## config.mk

```make
export PLATFORM = sky130hd
export DESIGN_NAME = core_seq_ctrl
export DESIGN_NICKNAME = d
export VERILOG_FILES = /design/src/rtl/core_pkg.sv /design/src/rtl/core_inst_pack.sv /design/src/rtl/core_seq_ctrl.sv
export SDC_FILE = /design/constraint.sdc
export NUM_CORES = 1
export LEC_CHECK = 0
export BUFFER_PORTS_ARGS = -buffer_cell sky130_fd_sc_hd__buf_2
export CAP_MARGIN = 20
export CORE_ASPECT_RATIO = 0.6
export CORE_UTILIZATION = 56
export CTS_BUF_LIST = sky130_fd_sc_hd__clkbuf_8 sky130_fd_sc_hd__clkbuf_16
export CTS_CLUSTER_SIZE = 40
export DETAILED_ROUTE_END_ITERATION = 10
export GPL_ROUTABILITY_DRIVEN = 0
export PLACE_DENSITY_LB_ADDON = 0.25
export REMOVE_ABC_BUFFERS = 1
export SLEW_MARGIN = 15
export SYNTH_ARGS = -nofsm -noshare
export SYNTH_HDL_FRONTEND = slang
export SYNTH_SLANG_ARGS = --single-unit
```

## constraint.sdc

```tcl
create_clock -name clk -period 5.8 [get_ports clk]
set_clock_uncertainty 0.05 [all_clocks]
set_input_delay 0.29 -clock clk [delete_from_list [all_inputs] [get_ports clk]]
set_output_delay 0.29 -clock clk [all_outputs]
set_load 0.005 [all_outputs]
```

## src/rtl/core_pkg.sv

```systemverilog
// Shared types and constants for the core tile sequencer and the inst word packer.
package core_pkg;

   typedef enum logic [2:0] {
      S_IDLE,
      S_KLOAD,
      S_KEXEC,
      S_KWAIT,
      S_ALOAD,
      S_EXEC,
      S_DRAIN,
      S_FIN
   } seq_state_t;

   localparam int INST_W       = 34;
   localparam int INST_ADDR_BW = 11;

   // Bit positions inside the 34-bit core inst word; bits [2:0] are reserved.
   localparam int INST_PMEM_CEN   = 33;
   localparam int INST_PMEM_WEN   = 32;
   localparam int INST_PMEM_A_LSB = 21;
   localparam int INST_XMEM_CEN   = 20;
   localparam int INST_XMEM_WEN   = 19;
   localparam int INST_XMEM_A_LSB = 8;
   localparam int INST_OFIFO_RD   = 7;
   localparam int INST_L0_RD      = 6;
   localparam int INST_L0_WR      = 5;
   localparam int INST_EXECUTE    = 4;
   localparam int INST_LOAD       = 3;

   localparam int SRAM_RD_LAT = 1;

endpackage

```

## src/rtl/core_inst_pack.sv

```systemverilog
// Packs the sequencer control outputs into the 34-bit core inst word.
module core_inst_pack
   import core_pkg::*;
(
   input  logic                    xmem_cen,
   input  logic                    xmem_wen,
   input  logic [INST_ADDR_BW-1:0] xmem_addr,
   input  logic                    pmem_cen,
   input  logic                    pmem_wen,
   input  logic [INST_ADDR_BW-1:0] pmem_addr,
   input  logic                    load,
   input  logic                    execute,
   input  logic                    l0_wr,
   input  logic                    l0_rd,
   input  logic                    ofifo_rd,
   output logic [INST_W-1:0]       inst
);

   always_comb begin
      inst                                     = '0;
      inst[INST_PMEM_CEN]                      = pmem_cen;
      inst[INST_PMEM_WEN]                      = pmem_wen;
      inst[INST_PMEM_A_LSB +: INST_ADDR_BW]    = pmem_addr;
      inst[INST_XMEM_CEN]                      = xmem_cen;
      inst[INST_XMEM_WEN]                      = xmem_wen;
      inst[INST_XMEM_A_LSB +: INST_ADDR_BW]    = xmem_addr;
      inst[INST_OFIFO_RD]                      = ofifo_rd;
      inst[INST_L0_RD]                         = l0_rd;
      inst[INST_L0_WR]                         = l0_wr;
      inst[INST_EXECUTE]                       = execute;
      inst[INST_LOAD]                          = load;
   end

endmodule

```

## src/rtl/core_seq_ctrl.sv

```systemverilog
// Per-tile sequencer: kernel load, activation load, execute, psum drain.
// Optional CORE_SEQ_PERF_EN adds saturating stall_cnt/cycle_cnt outputs.
module core_seq_ctrl
   import core_pkg::*;
#(
   parameter int row     = 8,
   parameter int col     = 8,
   parameter int ADDR_BW = 11,
   parameter int LEN_BW  = 11
)
(
   input  logic               clk,
   input  logic               reset,
   input  logic               start,
   input  logic [ADDR_BW-1:0] kern_base,
   input  logic [ADDR_BW-1:0] act_base,
   input  logic [ADDR_BW-1:0] psum_base,
   input  logic [LEN_BW-1:0]  num_act,
   output logic               busy,
   output logic               done,
   output logic               xmem_cen,
   output logic               xmem_wen,
   output logic [ADDR_BW-1:0] xmem_addr,
   output logic               l0_wr,
   output logic               l0_rd,
   input  logic               l0_full,
   output logic               load,
   output logic               execute,
   input  logic               ofifo_valid,
   output logic               ofifo_rd,
   output logic               pmem_cen,
   output logic               pmem_wen,
   output logic [ADDR_BW-1:0] pmem_addr,
   output logic [INST_W-1:0]  inst
`ifdef CORE_SEQ_PERF_EN
   ,
   output logic [15:0]        stall_cnt,
   output logic [15:0]        cycle_cnt
`endif
);

   localparam int CNT_BW = LEN_BW + 1;
   localparam logic [CNT_BW-1:0] ROW_C = CNT_BW'(row);
   localparam logic [CNT_BW-1:0] COL_C = CNT_BW'(col);

   seq_state_t               state_reg, state_next;
   logic [CNT_BW-1:0]        idx_reg, idx_next;
   logic [CNT_BW-1:0]        wait_reg, wait_next;
   logic [ADDR_BW-1:0]       kern_base_reg, act_base_reg, psum_base_reg;
   logic [LEN_BW-1:0]        num_act_reg;
   logic [SRAM_RD_LAT-1:0]   rd_pipe_reg;
   logic                     ofifo_rd_reg;
   logic [ADDR_BW-1:0]       pmem_addr_reg;
   logic                     issue;
   logic [CNT_BW-1:0]        len;
   logic [ADDR_BW-1:0]       load_base;

   assign len       = (state_reg == S_KLOAD) ? ROW_C : CNT_BW'(num_act_reg);
   assign load_base = (state_reg == S_KLOAD) ? kern_base_reg : act_base_reg;

   assign busy      = (state_reg != S_IDLE) && (state_reg != S_FIN);
   assign xmem_cen  = ~issue;
   assign xmem_wen  = 1'b1;
   assign l0_wr     = rd_pipe_reg[SRAM_RD_LAT-1];
   assign pmem_cen  = ~ofifo_rd_reg;
   assign pmem_wen  = ~ofifo_rd_reg;
   assign pmem_addr = pmem_addr_reg;

   always_comb begin
      state_next = state_reg;
      idx_next   = idx_reg;
      wait_next  = wait_reg;
      issue      = 1'b0;
      xmem_addr  = '0;
      l0_rd      = 1'b0;
      load       = 1'b0;
      execute    = 1'b0;
      ofifo_rd   = 1'b0;
      done       = 1'b0;
      case (state_reg)
         S_IDLE: begin
            if (start) begin
               state_next = S_KLOAD;
               idx_next   = '0;
               wait_next  = '0;
            end
         end
         S_KLOAD, S_ALOAD: begin
            // idx counts issued reads, wait counts words landed in L0.
            xmem_addr = load_base + ADDR_BW'(idx_reg);
            if (idx_reg != len && !l0_full) begin
               issue    = 1'b1;
               idx_next = idx_reg + 1'b1;
            end
            if (l0_wr) begin
               wait_next = wait_reg + 1'b1;
               if (wait_reg == len - 1'b1) begin
                  state_next = (state_reg == S_KLOAD) ? S_KEXEC : S_EXEC;
                  wait_next  = '0;
                  idx_next   = '0;
               end
            end
         end
         S_KEXEC: begin
            load      = 1'b1;
            l0_rd     = 1'b1;
            wait_next = wait_reg + 1'b1;
            if (wait_reg == ROW_C - 1'b1) begin
               state_next = S_KWAIT;
               wait_next  = '0;
            end
         end
         S_KWAIT: begin
            wait_next = wait_reg + 1'b1;
            if (wait_reg == COL_C - 1'b1) begin
               state_next = (num_act_reg == '0) ? S_FIN : S_ALOAD;
               wait_next  = '0;
               idx_next   = '0;
            end
         end
         S_EXEC: begin
            execute   = 1'b1;
            l0_rd     = 1'b1;
            wait_next = wait_reg + 1'b1;
            if (wait_reg == len - 1'b1) begin
               state_next = S_DRAIN;
               wait_next  = '0;
               idx_next   = '0;
            end
         end
         S_DRAIN: begin
            // Final cycle carries the pmem write of the last row read.
            if (idx_reg != len) begin
               if (ofifo_valid) begin
                  ofifo_rd = 1'b1;
                  idx_next = idx_reg + 1'b1;
               end
            end else begin
               state_next = S_FIN;
            end
         end
         S_FIN: begin
            done       = 1'b1;
            state_next = S_IDLE;
         end
         default: state_next = S_IDLE;
      endcase
   end

   always_ff @(posedge clk) begin
      if (!reset) begin
         state_reg     <= S_IDLE;
         idx_reg       <= '0;
         wait_reg      <= '0;
         kern_base_reg <= '0;
         act_base_reg  <= '0;
         psum_base_reg <= '0;
         num_act_reg   <= '0;
         rd_pipe_reg   <= '0;
         ofifo_rd_reg  <= 1'b0;
         pmem_addr_reg <= '0;
      end else begin
         state_reg    <= state_next;
         idx_reg      <= idx_next;
         wait_reg     <= wait_next;
         rd_pipe_reg  <= (rd_pipe_reg << 1) | SRAM_RD_LAT'(issue);
         ofifo_rd_reg <= ofifo_rd;
         if (ofifo_rd)
            pmem_addr_reg <= psum_base_reg + ADDR_BW'(idx_reg);
         if (state_reg == S_IDLE && start) begin
            kern_base_reg <= kern_base;
            act_base_reg  <= act_base;
            psum_base_reg <= psum_base;
            num_act_reg   <= num_act;
         end
      end
   end

`ifdef CORE_SEQ_PERF_EN
   logic stall;
   assign stall = (((state_reg == S_KLOAD) || (state_reg == S_ALOAD)) && idx_reg != len && l0_full)
                || ((state_reg == S_DRAIN) && idx_reg != len && !ofifo_valid);

   always_ff @(posedge clk) begin
      if (!reset) begin
         stall_cnt <= '0;
         cycle_cnt <= '0;
      end else if (state_reg == S_IDLE && start) begin
         stall_cnt <= '0;
         cycle_cnt <= '0;
      end else begin
         if (busy && cycle_cnt != 16'hFFFF)
            cycle_cnt <= cycle_cnt + 1'b1;
         if (stall && stall_cnt != 16'hFFFF)
            stall_cnt <= stall_cnt + 1'b1;
      end
   end
`endif

   core_inst_pack u_inst_pack (
      .xmem_cen  (xmem_cen),
      .xmem_wen  (xmem_wen),
      .xmem_addr (INST_ADDR_BW'(xmem_addr)),
      .pmem_cen  (pmem_cen),
      .pmem_wen  (pmem_wen),
      .pmem_addr (INST_ADDR_BW'(pmem_addr)),
      .load      (load),
      .execute   (execute),
      .l0_wr     (l0_wr),
      .l0_rd     (l0_rd),
      .ofifo_rd  (ofifo_rd),
      .inst      (inst)
   );

endmodule

```

==> results.sh, run 1 <==
export IMPL_fin_nets=889
export IMPL_reg2reg_to="idx_reg[1]"
export IMPL_powerDensity_nw_per_um2=377
export IMPL_cts_tree="yes"
export IMPL_synth_xor_area_share_pct=4.94
export IMPL_cp_common_cell="o21ai_0"
export IMPL_slowest_delay_ps=860
export IMPL_rsz0062_at_grt="no"
export IMPL_cp_depth=14
export IMPL_setup_tns_ps=0
export IMPL_synthCells=769
export IMPL_post_cts_repair_setup_buffers=0
export IMPL_die_area_um2=10500
export IMPL_path_clk_slew_ps=60
export IMPL_port_buffers=110
export IMPL_start_util_pct=57.6
export IMPL_drt_initial_drc_count=495
export IMPL_status="completed"
export IMPL_async_flop_share_pct=0
export IMPL_drc=0
export IMPL_grt_usage_pct=29.6
export IMPL_cap_viol_max_count=0
export IMPL_cp_num_buf_inv=1
export IMPL_finalPower_mw=2.37
export IMPL_num_rows=28
export IMPL_path_cells="nor3b_2, nand2_1, nand2_1, ha_1, nor2b_1, o21ai_0, a21boi_0, o21ai_0, a21boi_0, o21ai_0, a21oi_1, or3_1, a21oi_1, buf_2"
export IMPL_synth_distinct_cells=69
export IMPL_grt_pass1_wl_um=24500
export IMPL_die_w_um=132
export IMPL_synth_area_mux_share_pct=2.29
export IMPL_setup_viol=0
export IMPL_wl_per_cell_um=16.1
export IMPL_routed_wl_um=15300
export IMPL_die_h_um=80.0
export IMPL_hp_class="in -> reg"
export IMPL_htreeDepth=3
export IMPL_hold_viol_final=0
export IMPL_synthAdderAreaFrac_pct=5.78
export IMPL_syn_area_per_cell_um2=7.38
export IMPL_timing_hold_ws_ps=120
export IMPL_ys_ff_latch=84
export IMPL_synth_edff_count=0
export IMPL_overflow=0
export IMPL_post_cts_resized=0
export IMPL_ys_warn_count=0
export IMPL_syn_cell_area_um2=5670
export IMPL_start_kind="flip-flop"
export IMPL_reg2reg_from="state_reg[0]"
export IMPL_num_vias=5624
export IMPL_area_delta_synth_final_pct=10.6
export IMPL_hold_buffers=0
export IMPL_period_share_pct=81.4
export IMPL_io_pins=116
export IMPL_peakVddDrop_mv=0.226
export IMPL_antenna_found_initial=0
export IMPL_clkSinkCount=84
export IMPL_grt_pass1_vias=4984
export IMPL_startpoint="state_reg[0]"
export IMPL_synth_simple_gate_area_share_pct=26.1
export IMPL_fmax_mhz=212
export IMPL_synth_main_ff_cell="dfxtp_1"
export IMPL_dp_hpwl_um=11100
export IMPL_vias_per_cell=5.89
export IMPL_clockBufferDepth=2
export IMPL_ant_nets=0
export IMPL_synth_compound_area_share_pct=20.8
export IMPL_crit_slowest_cell="nor3b_2"
export IMPL_endpoint="xmem_addr[10]"
export IMPL_yosysSeqAreaShare_pct=29.6
export IMPL_crit_type="reg -> out"
export IMPL_core_um2=9840
export IMPL_numCtsBuffers=9
export IMPL_grt_max_degree=66
export IMPL_cp_arrival_ps=4380
export IMPL_tightest_slew_ps=953
export IMPL_antenna_cells=0
export IMPL_power_leakage_nw=2.77
export IMPL_worst_ep_required_time_ps=5460
export IMPL_cts_root_buf="clkbuf_16"
export IMPL_slew_headroom_pct=36.2
export IMPL_cp_top_family="simple AND/OR/NAND/NOR gates"
export IMPL_first_pass_iters=8
export IMPL_clock_latency_ps=350
export IMPL_post_route_min_period_ps=4720
export IMPL_drive_gt1_share_pct=17.9
export IMPL_regToRegSetupSlack_ps=1220
export IMPL_setup_worst_path_end_class="output pin"
export IMPL_maxSlewViolCount=0
export IMPL_synth_top_family_by_area="simple AND/OR/NAND/NOR gates"
export IMPL_critPathMaxFanout=14
export IMPL_r2r_cells=11
==> stage by stage <==
stage          worst slack, ps  cells  utilization (%)  instance area [um^2]
6_report                  1080    955             63.7                  6270
5_1_grt                    717    955             63.7                  6270
4_1_cts                   1110    955             63.7                  6270
3_5_place_dp              1320    939             60.7                  5970
3_3_place_gp              1500    939             60.7                  5970
2_1_floorplan             1400    689                -                  5210
==> per-layer routing <==
metal  share of wire [%]  vias up  track usage, %
met5                   0        -               0
met4                 1.5        0            8.26
met3                  11       24            8.38
met2                  42      309            45.1
met1                  46     2582            40.5
li1                    -     2709               -
==> worst min path at each step <==
stage,from,end,slack [ps],cells after the start
2_1_floorplan,reset,state_reg[1],370,1
3_3_place_gp,act_base_reg[5],act_base_reg[5],390,2
3_5_place_dp,kern_base_reg[0],kern_base_reg[0],400,2
4_1_cts,psum_base[10],psum_base_reg[10],110,3
5_1_grt,psum_base[7],psum_base_reg[7],130,3
6_report,psum_base[10],psum_base_reg[10],120,3
==> worst min-delay path, stage by stage <==
cell and delay (ps):
buf_2 90, nand2_1 40, a21oi_1 50
==> report_power, final <==
group | switching (mW) | total, mW | internal (mW)
combinational | 0.638 | 1.02 | 0.386
clock | 0.245 | 0.573 | 0.328
sequential | 0.120 | 0.771 | 0.651
==> logic make-up after synthesis <==
logic type	Yosys count
other cells	2
compound gates	176
simple gates	324
xor+xnor	32
mux	13
fa+ha+maj	25
buf+inv	113
flops	84
==> final cells by class <==
class / instances / area, um^2
Inverter: 30 / 114
Sequential cell: 84 / 1680
Multi-Input combinational cell: 575 / 3420
Clock inverter: 4 / 31.3
Tap cell: 135 / 169
Clock buffer: 12 / 267
Timing Repair Buffer: 115 / 588
Fill cell: 860 / 3570
==> cells in the final DEF (no fill, tap or decap), drive strengths merged, types with 5 or more instances in the layout <==
master / Yosys / final
inv: 30 / 30
buf: 46 / 115
ha: 23 / 23
nor2: 63 / 63
xnor2: 15 / 15
a21oi: 73 / 73
dfxtp: 84 / 84
and3: 11 / 11
or4: 8 / 8
conb: 2 / 5
nand2: 157 / 157
a31oi: 11 / 11
nor3: 16 / 16
a21o: 8 / 8
or3: 6 / 6
and2: 6 / 6
nor2b: 11 / 11
nand2b: 5 / 5
nor4: 5 / 5
mux2i: 13 / 13
o21ai: 26 / 26
clkbuf: 37 / 12
xor2: 17 / 17
o211ai: 5 / 5
nand3: 17 / 17
==> cell usage after synthesis (4+ instances only) <==
master    instances  area (um^2)
or4_1             6         45.0
inv_1            30          113
nor4_1            5         31.3
a221oi_1          4         35.0
nor3_1           16         80.1
a21o_1            8         60.1
nor2_1           63          236
a21boi_0          4         30.0
o211ai_1          5         37.5
a211oi_1          4         30.0
buf_1             5         18.8
and3_1           11         68.8
ha_1             23          288
xnor2_1          15          131
nand2b_1          5         31.3
nand2_1         157          589
xor2_1           17          149
a21oi_1          73          365
o21ai_0          23          115
dfxtp_1          84         1680
mux2i_1          13          130
clkbuf_1         37          139
nand3_1          17         85.1
or3_1             6         37.5
a22oi_1           4         30.0
nor2b_1          11         68.8
a31oi_1          11         68.8
and2_1            6         37.5
buf_4            36          270
No activity file was read; power rests on OpenSTA's default activity.
==> run 2, diff against run 1 <==
--- a/config.mk
+++ b/config.mk
@@ -5,10 +5,11 @@
 export SDC_FILE = /design/constraint.sdc
 export NUM_CORES = 1
 export LEC_CHECK = 0
+export ABC_AREA = 1
 export BUFFER_PORTS_ARGS = -buffer_cell sky130_fd_sc_hd__buf_2
 export CAP_MARGIN = 20
 export CORE_ASPECT_RATIO = 0.6
-export CORE_UTILIZATION = 56
+export CORE_UTILIZATION = 57
 export CTS_BUF_LIST = sky130_fd_sc_hd__clkbuf_8 sky130_fd_sc_hd__clkbuf_16
 export CTS_CLUSTER_SIZE = 40
 export DETAILED_ROUTE_END_ITERATION = 10
==> constraint.sdc (replaced) <==
create_clock -name clk -period 4.9 [get_ports clk]
set_clock_uncertainty 0.05 [all_clocks]
set_input_delay 0.245 -clock clk [delete_from_list [all_inputs] [get_ports clk]]
set_output_delay 0.245 -clock clk [all_outputs]
set_load 0.005 [all_outputs]
==> run 2 against run 1 <==
  * Worst setup slack gained 62 ps
  * Count of clock-buffer cells in the layout is 3 lower
  * Area after synthesis up 8.6%
  * Power grew 61%
  * Via count increased by 11%
  * Sequential share of layout area fell by 2.0 points
  * Sequential power increased by 25%
  * Routed wire length rose by 8.6%
  * Synthesized cell count grew 25%
  * Utilization grew 3.1 points
  * First-iteration DRC count increased by 37%
  * Final cell count up 21%
  * Largest cell class unchanged
==> results.sh, run 2 <==
export IMPL_first_pass_iters=6
export IMPL_antenna_cells=0
export IMPL_io_pins=116
export IMPL_yosysTopAreaCellShare_pct=27.3
export IMPL_maxSlewViolCount=0
export IMPL_num_rows=28
export IMPL_critPathMaxFanout=47
export IMPL_cts_root_buf="clkbuf_16"
export IMPL_post_cts_resized=0
export IMPL_hold_buffers=0
export IMPL_area_delta_synth_final_pct=10.1
export IMPL_setup_tns_ps=0
export IMPL_synth_common_cells="nand2_1, inv_1, a21oi_1, nor2_1, dfxtp_1"
export IMPL_powerDensity_nw_per_um2=561
export IMPL_ys_ff_latch=84
export IMPL_start_kind="flip-flop"
export IMPL_path_cells="nand3_4, o21ai_0, ha_1, inv_1, fa_1, inv_1, a21oi_1, o21ai_0, nand2_1, nand2_1, o21ai_0, a21oi_1, buf_2"
export IMPL_fin_area_um2=6790
export IMPL_drt_initial_drc_count=678
export IMPL_die_area_um2=11200
export IMPL_status="completed"
export IMPL_rsz0062_at_grt="no"
export IMPL_grt_usage_pct=30.7
export IMPL_ant_nets=0
export IMPL_worst_ep_required_time_ps=4610
export IMPL_antenna_found_initial=0
export IMPL_slowest_delay_ps=490
export IMPL_crit_slowest_cell="dfxtp_1"
export IMPL_grt_max_degree=66
export IMPL_synth_area_leaders="dfxtp_1, nand2_1, a21oi_1"
export IMPL_synth_main_ff_cell="dfxtp_1"
export IMPL_async_flop_share_pct=0
export IMPL_dp_hpwl_um=12400
export IMPL_grt_pass1_vias=5261
export IMPL_hold_viol_final=0
export IMPL_finalPower_mw=3.81
export IMPL_synth_distinct_cells=43
export IMPL_syn_cell_area_um2=6160
export IMPL_layout_common_cells="nand2_1, inv_1, buf_2"
export IMPL_power_leakage_nw=3.33
export IMPL_yosysSeqAreaShare_pct=27.3
export IMPL_peakVddDrop_mv=0.480
export IMPL_ys_warn_count=0
export IMPL_die_h_um=82.5
export IMPL_slew_headroom_pct=35.2
export IMPL_clkSinkCount=84
export IMPL_htreeDepth=3
export IMPL_synth_edff_count=0
export IMPL_clockBufferDepth=2
export IMPL_crit_type="reg -> out"
export IMPL_final_util_pct=66.8
export IMPL_fin_nets=1094
export IMPL_setup_worst_path_end_class="output pin"
export IMPL_num_vias=6259
export IMPL_wl_per_cell_um=14.4
export IMPL_setup_viol=0
export IMPL_cp_arrival_ps=3460
export IMPL_port_buffers=110
export IMPL_tightest_slew_ps=971
export IMPL_cap_viol_max_count=0
export IMPL_grt_pass1_wl_um=26400
export IMPL_cts_tree="yes"
export IMPL_syn_area_per_cell_um2=6.40
export IMPL_fmax_mhz=266
export IMPL_numCtsBuffers=9
export IMPL_final_common_cell="nand2_1"
export IMPL_post_route_min_period_ps=3760
export IMPL_core_um2=10200
export IMPL_fillers=946
export IMPL_start_util_pct=60.7
export IMPL_period_share_pct=76.7
export IMPL_synthCells=963
export IMPL_hp_class="in -> reg"
export IMPL_path_clk_slew_ps=70
export IMPL_cp_common_cell="o21ai_0"
export IMPL_post_synth_top_count_cell="nand2_1"
export IMPL_overflow=0
export IMPL_post_cts_repair_setup_buffers=0
export IMPL_routed_wl_um=16700
export IMPL_clock_latency_ps=350
export IMPL_synth_top_area_cell="dfxtp_1"
export IMPL_place_area_um2=6450
export IMPL_drc=0
export IMPL_die_w_um=136
export IMPL_drive_gt1_share_pct=17.0
export IMPL_vias_per_cell=5.40
[run 2: cell count changes after synthesis, moves of 13 or more]
cell	previous run	this run
clkbuf_1	37	22
a21oi_1	73	91
o21ai_0	23	67
mux2i_1	13	0
nor2_1	63	89
inv_1	30	114
nand2_1	157	218
nand3_1	17	72
[run 2: metrics by stage]
step	hold slack (ps)	instances	setup WS, ps
floorplan	315	895	2080
global placement	385	1143	1650
detailed placement	392	1143	1540
CTS	103	1159	1180
global route	106	1160	629
finish	111	1160	1140
[run 2: cell type report]
type,count,area (um^2),share of cell area (%)
multi-input cells,689,3570,52.6
flip-flops and latches,84,1680,24.8
repair buffers,114,598,8.81
inverters,122,459,6.77
clock buffers,9,225,3.32
well taps,135,169,2.49
clock inverters,7,83.8,1.24
[run 2: kinds of logic (layout without fill, tap and decap cells)]
family | count (synthesis) | in the layout | synth area share (%)
compound gates | 189 | 189 | 16.6
xor+xnor | 32 | 32 | 4.67
fa+ha+maj | 25 | 25 | 5.32
buf+inv | 193 | 252 | 15.0
flops | 84 | 84 | 27.3
other cells | 2 | 5 | 0.122
simple gates | 438 | 438 | 30.9
[run 2: final timing paths]
check	from	end	slack, ps	depth (start not counted)
setup / recovery	state_reg[0]	xmem_addr[8]	1140	13
hold / removal	act_base[1]	act_base_reg[1]	110	3
setup reg to reg	state_reg[0]	idx_reg[2]	1420	18
hold reg to reg	kern_base_reg[1]	kern_base_reg[1]	400	2
[run 2: where the power goes]
part / internal [mW] / switching [mW]
clock: 0.405 / 0.310
combinational: 0.681 / 1.45
sequential: 0.816 / 0.146
[run 2: worst max-delay path, delay by kind of cell (launching register included)]
family          cells  cell delay (ps)
compound gates      5              980
fa+ha+maj           2              630
simple gates        3              620
flops               1              490
buf+inv             3              380
[run 2: layer usage]
| layer | vias up | global-route usage (%) | wire length, um |
|---|---|---|---|
| met5 | - | 0 | 0 |
| met4 | 0 | 5.89 | 104 |
| met3 | 10 | 10.7 | 2170 |
| met2 | 336 | 39.2 | 6020 |
| met1 | 2713 | 47.3 | 8360 |
| li1 | 3200 | - | - |
